**config.mk**
```make
export PLATFORM = sky130hd
export DESIGN_NAME = regfile_wb_ctrl
export DESIGN_NICKNAME = d
export VERILOG_FILES = /design/src/rtl/regfile_wb_ctrl_pkg.sv /design/src/rtl/regfile_wb_ctrl_wb_result_fifo.sv /design/src/rtl/regfile_wb_ctrl.sv
export SDC_FILE = /design/constraint.sdc
export NUM_CORES = 1
export LEC_CHECK = 0
export CORE_ASPECT_RATIO = 1.5
export CORE_MARGIN = 1
export CORE_UTILIZATION = 30
export CTS_CLUSTER_SIZE = 10
export DETAILED_ROUTE_END_ITERATION = 10
export PLACE_DENSITY_LB_ADDON = 0.25
export SYNTH_ARGS = -nofsm -noshare
export SYNTH_HDL_FRONTEND = slang
export SYNTH_SLANG_ARGS = --single-unit
```
**constraint.sdc**
```tcl
create_clock -name clk -period 6.8 [get_ports clk]
set_input_delay 0.68 -clock clk [delete_from_list [all_inputs] [get_ports clk]]
set_output_delay 0.68 -clock clk [all_outputs]
set_load 0.005 [all_outputs]
```
**src/rtl/regfile_wb_ctrl_pkg.sv**
```systemverilog
// Shared types and constants for the register-file write-back controller.
// Holds the write-back entry layout that the LSU holding FIFO stores.
package regfile_wb_ctrl_pkg;

    localparam int unsigned REG_IDX_W = 5;
    localparam int unsigned NUM_REGS  = 32;
    localparam int unsigned XLEN      = 64;

    typedef struct packed {
        logic [REG_IDX_W-1:0] rd;
        logic [XLEN-1:0]      data;
    } wb_entry;

endpackage

```
**src/rtl/regfile_wb_ctrl_wb_result_fifo.sv**
```systemverilog
// Small holding FIFO for LSU results waiting for the register-file write port.
// The pointers carry an extra wrap bit so that full and empty can be told apart.
module wb_result_fifo
    import regfile_wb_ctrl_pkg::*;
#(
    parameter int unsigned DEPTH = 2
) (
    input  logic    clk,
    input  logic    rst,
    input  logic    i_push,
    input  wb_entry i_data,
    input  logic    i_pop,
    output wb_entry o_head,
    output logic    o_full,
    output logic    o_empty
);

    localparam int unsigned AW = $clog2(DEPTH);

    logic [AW:0] r_wptr;
    logic [AW:0] r_rptr;
    wb_entry     r_mem [DEPTH];

    assign o_empty = (r_wptr == r_rptr);
    assign o_full  = (r_wptr[AW] != r_rptr[AW]) && (r_wptr[AW-1:0] == r_rptr[AW-1:0]);
    assign o_head  = r_mem[r_rptr[AW-1:0]];

    // Push is gated by the pre-pop full flag, matching the ready given upstream.
    always_ff @(posedge clk) begin
        if (rst) begin
            r_wptr <= '0;
            r_rptr <= '0;
        end else begin
            if (i_push && !o_full)
                r_wptr <= r_wptr + 1'b1;
            if (i_pop && !o_empty)
                r_rptr <= r_rptr + 1'b1;
        end
    end

    always_ff @(posedge clk) begin
        if (i_push && !o_full)
            r_mem[r_wptr[AW-1:0]] <= i_data;
    end

endmodule

```
**src/rtl/regfile_wb_ctrl.sv**
```systemverilog
// Write-back arbiter and busy scoreboard in front of the 32x64 register file.
// Optional issue-time forwarding from the write port is enabled by WB_BYPASS_EN.
module regfile_wb_ctrl #(
    parameter int unsigned XLEN          = regfile_wb_ctrl_pkg::XLEN,
    parameter int unsigned LSU_BUF_DEPTH = 2
) (
    input  logic            clk,
    input  logic            rst,
    input  logic            iss_valid,
    input  logic [4:0]      iss_rd,
    input  logic [4:0]      iss_rs1,
    input  logic            iss_rs1_en,
    input  logic [4:0]      iss_rs2,
    input  logic            iss_rs2_en,
    output logic            iss_ready,
    input  logic            alu_valid,
    input  logic [4:0]      alu_rd,
    input  logic [XLEN-1:0] alu_data,
    input  logic            lsu_valid,
    input  logic [4:0]      lsu_rd,
    input  logic [XLEN-1:0] lsu_data,
    output logic            lsu_ready,
    output logic            w_ena,
    output logic [4:0]      w_addr,
    output logic [XLEN-1:0] w_data,
    output logic            byp_rs1_hit,
    output logic            byp_rs2_hit,
    output logic            err_unexp
);

    import regfile_wb_ctrl_pkg::*;

    logic [NUM_REGS-1:0] r_busy;
    logic [NUM_REGS-1:0] w_busy_next;

    wb_entry   w_fifo_in;
    wb_entry   w_fifo_head;
    logic      w_fifo_full;
    logic      w_fifo_empty;
    logic      w_fifo_push;
    logic      w_fifo_pop;

    logic      w_alu_live;
    logic      w_lsu_acc;
    logic      w_lsu_live;
    logic      w_lsu_direct;
    logic      w_sel_valid;
    logic [4:0]      w_sel_rd;
    logic [XLEN-1:0] w_sel_data;

    logic      w_rs1_busy;
    logic      w_rs2_busy;
    logic      w_rd_busy;
    logic      w_issue;
    logic      w_unexp;

    // rd==0 results are accepted but never compete for the write port.
    assign w_alu_live   = alu_valid && (alu_rd != '0);
    assign w_lsu_acc    = lsu_valid && !w_fifo_full;
    assign w_lsu_live   = w_lsu_acc && (lsu_rd != '0);
    assign w_lsu_direct = w_lsu_live && !w_alu_live && w_fifo_empty;
    assign w_fifo_push  = w_lsu_live && !w_lsu_direct;
    assign w_fifo_pop   = !w_alu_live && !w_fifo_empty;
    assign lsu_ready    = !w_fifo_full;

    assign w_fifo_in.rd   = lsu_rd;
    assign w_fifo_in.data = lsu_data;

    wb_result_fifo #(
        .DEPTH (LSU_BUF_DEPTH)
    ) u_fifo (
        .clk     (clk),
        .rst     (rst),
        .i_push  (w_fifo_push),
        .i_data  (w_fifo_in),
        .i_pop   (w_fifo_pop),
        .o_head  (w_fifo_head),
        .o_full  (w_fifo_full),
        .o_empty (w_fifo_empty)
    );

    always_comb begin
        w_sel_valid = 1'b0;
        w_sel_rd    = '0;
        w_sel_data  = '0;
        if (w_alu_live) begin
            w_sel_valid = 1'b1;
            w_sel_rd    = alu_rd;
            w_sel_data  = alu_data;
        end else if (!w_fifo_empty) begin
            w_sel_valid = 1'b1;
            w_sel_rd    = w_fifo_head.rd;
            w_sel_data  = w_fifo_head.data;
        end else if (w_lsu_direct) begin
            w_sel_valid = 1'b1;
            w_sel_rd    = lsu_rd;
            w_sel_data  = lsu_data;
        end
    end

    always_ff @(posedge clk) begin
        if (rst) begin
            w_ena  <= 1'b0;
            w_addr <= '0;
            w_data <= '0;
        end else begin
            w_ena <= w_sel_valid;
            if (w_sel_valid) begin
                w_addr <= w_sel_rd;
                w_data <= w_sel_data;
            end
        end
    end

`ifdef WB_BYPASS_EN
    assign byp_rs1_hit = iss_rs1_en && w_ena && (w_addr == iss_rs1) && (iss_rs1 != '0);
    assign byp_rs2_hit = iss_rs2_en && w_ena && (w_addr == iss_rs2) && (iss_rs2 != '0);
    assign w_rs1_busy  = iss_rs1_en && r_busy[iss_rs1] && !byp_rs1_hit;
    assign w_rs2_busy  = iss_rs2_en && r_busy[iss_rs2] && !byp_rs2_hit;
`else
    assign byp_rs1_hit = 1'b0;
    assign byp_rs2_hit = 1'b0;
    assign w_rs1_busy  = iss_rs1_en && r_busy[iss_rs1];
    assign w_rs2_busy  = iss_rs2_en && r_busy[iss_rs2];
`endif

    assign w_rd_busy = (iss_rd != '0) && r_busy[iss_rd];
    assign iss_ready = !w_rs1_busy && !w_rs2_busy && !w_rd_busy;
    assign w_issue   = iss_valid && iss_ready;

    // Clear precedes set; the WAW stall keeps them on different registers.
    always_comb begin
        w_busy_next = r_busy;
        if (w_ena)
            w_busy_next[w_addr] = 1'b0;
        if (w_issue && (iss_rd != '0))
            w_busy_next[iss_rd] = 1'b1;
        w_busy_next[0] = 1'b0;
    end

    assign w_unexp = (w_alu_live && !r_busy[alu_rd]) || (w_lsu_live && !r_busy[lsu_rd]);

    always_ff @(posedge clk) begin
        if (rst) begin
            r_busy    <= '0;
            err_unexp <= 1'b0;
        end else begin
            r_busy <= w_busy_next;
            if (w_unexp)
                err_unexp <= 1'b1;
        end
    end

endmodule
```
# Yosys cells after proc, flatten, opt, wreduce, memory -nomap -nowiden
# Memory sizes are Yosys's and may differ from the RTL's. A register that Yosys moved wholly into a read port is not among the register bits.
# Cells that the tools add are included.
# totals
regBits,107
ram_bits,138
input_bits,160
out_inout_bits,75
word_cells,88
mem_count,1
# mem_list
memory,depth,word_bits,read_ports,rd_clocked_by_memory_dff,wr,line,source
u_fifo.r_mem,2,69,1,1,1,regfile_wb_ctrl_wb_result_fifo.sv:22,wb_entry r_mem [DEPTH];
# classes
n_addsub,2
n_lt_le_gt_ge,8
n_eq_ne,3
mux,29
n_bitwise,3
reduce_logical,34
# op_table
op,count
$mux 64,3
$mux 32,2
$lt 5x6->1 const B,6
$and 32x32->32,1
$not 32->32,1
$or 32x32->32,1
$bmux 1 s5,5
$logic_and 1x1->1,21
$mux 5,3
$reduce_bool 5->1,3
$mux 1,14
$demux 1 s5,2
$ge 5x1->1 const B,2
$logic_not 1->1,9
$add 2x1->2 const B,2
$eq 2x2->1,1
$eq 1x1->1,1
$logic_or 1x1->1,1
$ne 1x1->1,1

# Logic depth before layout (Yosys ltp)
# depth
word_depth,12
depth_mapped,9

# Hierarchy
# From an unflattened synthesis, not the netlist that was laid out.
# unflattened
hier_cells,1070
area_unflattened_um2,12221.7
# modules_own_cells
module,n_inst,cells_each,area_each_um2,seq_area_each_um2
regfile_wb_ctrl,1,822,6967.9,2042.0
wb_result_fifo,1,248,5253.8,4244.1

# Worst setup path before layout
# OpenSTA, ideal clock, no wires.
# synth_timing
kind,input port to flip-flop
startpoint,input port lsu_rd[2]
endpoint,memory u_fifo.r_mem[0][0] (netlist name) (enable)
t_arrival_ps,4650
required_time_ps,6295
path_slack_ps,1646
stages,5
path_buffers,1
cell_sequence,clkbuf_1 -> or4_1 -> o221ai_1 -> a21oi_1 -> nor2b_1
# synth_via
elab_chain_len,9
# synth_rtl
item,line,source
from (decl),regfile_wb_ctrl.sv:20,"input logic [4:0] lsu_rd,"
$reduce_bool 5->1 *,regfile_wb_ctrl.sv:60,assign w_lsu_live = w_lsu_acc && (lsu_rd != '0);
$logic_and 1x1->1 *,regfile_wb_ctrl.sv:60,
$logic_and 1x1->1 (2 in series),regfile_wb_ctrl.sv:61,assign w_lsu_direct = w_lsu_live && !w_alu_live && w_fifo_empty;
$logic_not 1->1,regfile_wb_ctrl.sv:62,assign w_fifo_push = w_lsu_live && !w_lsu_direct;
$logic_and 1x1->1 *,regfile_wb_ctrl.sv:62,
$logic_and 1x1->1 *,regfile_wb_ctrl_wb_result_fifo.sv:42,if (i_push && !o_full)
$mux 1 *,regfile_wb_ctrl_wb_result_fifo.sv:42,
$mux 1 (not written as such) *,regfile_wb_ctrl_wb_result_fifo.sv:43,r_mem[r_wptr[AW-1:0]] <= i_data;
to (decl),regfile_wb_ctrl_wb_result_fifo.sv:22,
# Mark *: on every way between the ends. The rest lies on a longest branch, timed or not.

# Worst setup path after layout
# layout_timing
startpoint,input port iss_rd[1]
endpoint,output port iss_ready
# layout_via
elab_chain_len,5
word_cells_on_any_way,6
cone_classes,mux (2); reduce/logical (4)
# layout_rtl
item,line,source
from (decl),regfile_wb_ctrl.sv:10,"input logic [4:0] iss_rd,"
$bmux 1 s5,regfile_wb_ctrl.sv:127,assign w_rd_busy = (iss_rd != '0) && r_busy[iss_rd];
$mux 1 (not written as such),regfile_wb_ctrl.sv:127,
$logic_and 1x1->1 *,regfile_wb_ctrl.sv:127,
$logic_not 1->1 *,regfile_wb_ctrl.sv:128,assign iss_ready = !w_rs1_busy && !w_rs2_busy && !w_rd_busy;
$logic_and 1x1->1 *,regfile_wb_ctrl.sv:128,
to (decl),regfile_wb_ctrl.sv:15,"output logic iss_ready,"
# Mark *: on every way between the ends. The rest lies on a longest branch, timed or not. The select of a mux whose other input is x is not followed.

==> key figures <==
Status
  – Status: completed

Pwr
  – Clock power share: approximately 29%
  – Peak supply drop: 0.000245 V
  – Flop pwr share: about two fifths
  – Power Dens Cells: between 300 and 400 nW/um2
  – Psw: around 0.0016 W
  – Switching share of power: 32.0%
  – Int Pwr: 0.00332 W
  – Comb power frac: between 20% and 30%
  – Leak: roughly 4.8 nW

STA
  – Fin. Hold Viols: 0
  – Slew headroom: 23.3%
  – Setup TNS: 0 ns
  – Worst-Margin Slew: ~1.2 ns
  – Min Tclk post-route: 4.37 ns
  – Final slew viol count: 0
  – Setup skew after layout: 0.0128 ns
  – Setup violators final: 0
  – Fin worst setup slack: roughly 2.4 ns
  – RSZ-0062 raised after global routing: no
  – Fmax: about 0.23 GHz
  – Tcrit/Tclk final: around 64%

Die
  – Die Y-Extent: approximately 240 um
  – Die width: approximately 160 um
  – Rows: 87
  – Initial Util: 30.6%
  – Total Die Area: 39500 um2
  – Ports: approximately 240
  – Core area: 37900 um2

Synth
  – Synthesized area: around 12000 um2
  – Ys Warns: 0
  – Mean Syn Cell Area: about 12 um2
  – Top_reg_cell synth: edfxtp_1
  – Post-synth top area share: about 36%
  – Synth Instances: between 1000 and 1500
  – Sequential cell area fraction in the yosys report: a little over half
  – Synth area leaders: edfxtp_1 36%, dfxtp_1 18%, mux2i_1 7.5%
  – Yosys cell types: 52
  – FF+latch count, synth: about 250
  – Asr flop ratio synth: 0%
  – Largest area contributor in the netlist: edfxtp_1
  – EDFF count, synth: 138

Route
  – Routed vias: between 9000 and 10000
  – Aggregate routed wire length: 36600 um
  – Routed vias/inst: approximately 5.3
  – First-pass DRT Iterations: 5
  – Mean routed wirelength per cell: roughly 21 um
  – Iteration-0 DRC count of the detailed router: between 500 and 600
  – Drc violations: 0
  – Final ANT Viol Nets: 0

CTS
  – Sink Count: around 250
  – # hold bufs at CTS: 0
  – CTS root buffer: clkbuf_16
  – CTS tree: built
  – H-tree levels: 1
  – Num CTS Buffers: 29
  – Clk Latency, worst-skew pair: roughly 0.54 ns
  – CTS max path bufs: 3
  – Post-CTS Setup Inserts: 0
  – Number of gates resized after CTS: 0
  – Clock slew at reported path FFs: 0.06 ns

Worst setup path
  – Worst EP required: 6.12 ns
  – CP max stage cell: clkdlybuf4s50_1
  – Worst Setup End Kind: output port
  – Crit path DAT: ~3.7 ns
  – Max FO, Critical Path: 32
  – Crit path largest cell delay: approximately 0.94 ns
  – Most frequent CP cell: clkdlybuf4s50_1
  – CP cell instances: clkdlybuf4s50_1, mux4_2, mux2i_1, nor3b_1, a211oi_1, nand3_1, buf_4, nor2b_1, clkdlybuf4s50_1
  – CP startpoint kind: primary input
  – Critical path type: in -> out

Placement
  – GPL Wtd Cong: 0.899
  – DP Cell Count: roughly 1700
  – Port bufs: between 200 and 250
  – HPWL after detailed placement: about 25000 um
  – DP Area: 14200 um2
  – Post-placement setup slack: 2.45 ns

Worst hold path
  – Hold WC Path Type: reg -> reg

Global routing
  – GRT Total Usage: 18.2%
  – Largest net degree at the start of global routing: 63
  – Initial antenna violation count: 3
  – Global-route wire length before repair: roughly 55000 um
  – Vias in the first global route: 9112
  – Gr ovfl total: 0

Layout
  – Fin nets: about 1400
  – Final Cell Area: 15100 um2
  – Util after Layout: 39.8%
  – Finished Layout Cells: between 1500 and 2000
  – Synthesis-to-finish area growth: 30.1%
  – Commonest non-fill, non-tap cell in the layout: clkdlybuf4s50_1
  – Most frequent cells in the layout: 231 x clkdlybuf4s50_1, 138 x edfxtp_1, 129 x nand2_1
  – Layout cells sized above 1: between 10% and 20%

Flow run
  – Max Cap Viol: 0
==> sequential cells by signal, summed over array words and instances, names as in the netlist, named ones only <==
register       count
u_fifo.r_rptr      2
u_fifo.r_wptr      2
err_unexp          1
u_fifo.r_mem     138
w_addr             5
r_busy            31
w_data            64
w_ena              1
==> worst max-delay path: cells and delay by family <==
family                 cells  cell delay, ns
buffers and inverters      3            1.67
multiplexers               2            0.76
AND/OR/NAND/NOR            3            0.32
AO/OA/AOI/OAI              1            0.23
==> final cells by class <==
type / instances / area (um2)
timing repair buffer: 246 / 2420
antenna: 2 / 5.00
inverter: 4 / 15.0
clock inverter: 2 / 13.8
multi-input combinational: 668 / 4900
clock buffer: 50 / 825
tap: 489 / 612
fill: 3685 / 22800
sequential: 245 / 6290
==> routing by layer <==
layer	up-vias	share of wire (%)	track usage, %	routed length (um)
met3	88	4.6	2.15	1700
li1	4188	-	-	-
met4	2	4.4	8.99	1620
met2	297	53	33.0	19400
met1	4463	38	20.7	13900
met5	-	0.033	0	12
==> power groups by stage <==
| stage | combinational (W) | clock (W) | sequential [W] |
|---|---|---|---|
| 5_1_grt | 0.00158 | 0.00149 | 0.00206 |
| 2_1_floorplan | 0.000893 | 0 | 0.00202 |
| 4_1_cts | 0.00148 | 0.00144 | 0.00204 |
| 3_3_place_gp | 0.00147 | 0 | 0.00205 |
| 6_report | 0.00145 | 0.00140 | 0.00203 |
| 3_5_place_dp | 0.00148 | 0 | 0.00207 |
==> cells by family after synthesis <==
family | synth area share (%)
xor gates and xnor gates | 0.453
AOI/OAI and AO/OA | 13.1
DFF | 54.2
buffers and inverters | 3.84
other | 0.0323
and+or+nand+nor | 13.5
muxes | 14.9
==> per-stage QoR <==
stage | total power [W] | hold WS [ns]
after global placement | 0.00353 | 0.493
after global routing | 0.00513 | 0.535
final | 0.00487 | 0.512
after floorplan | 0.00291 | 0.492
after detailed placement | 0.00354 | 0.513
after CTS | 0.00496 | 0.522
==> path summary, 6_finish.rpt <==
| kind | startpoint | end | slack (ns) | cells after the start |
|---|---|---|---|---|
| worst max-delay path | iss_rd[1] | iss_ready | 2.43 | 9 |
| worst min register to register | w_data[23]$_SDFFE_PP0P_ | w_data[23]$_SDFFE_PP0P_ | 0.51 | 2 |
| worst min-delay path | w_data[23]$_SDFFE_PP0P_ | w_data[23]$_SDFFE_PP0P_ | 0.51 | 2 |
| worst max register to register | u_fifo.r_wptr[1]$_SDFFE_PP0P_ | w_data[50]$_SDFFE_PP0P_ | 3.43 | 7 |
==> cells in the mapped netlist (22+ instances only) <==
master / instances
buf_2: 29
nor2b_1: 22
nor2_1: 41
nor3_1: 70
dfxtp_1: 107
nand2_1: 129
mux2i_1: 87
clkbuf_1: 41
edfxtp_1: 138
mux4_2: 34
o21ai_0: 50
nand3b_1: 26
a221oi_1: 48
a21oi_1: 54
Note: power is estimated with default switching activity, not from simulation.
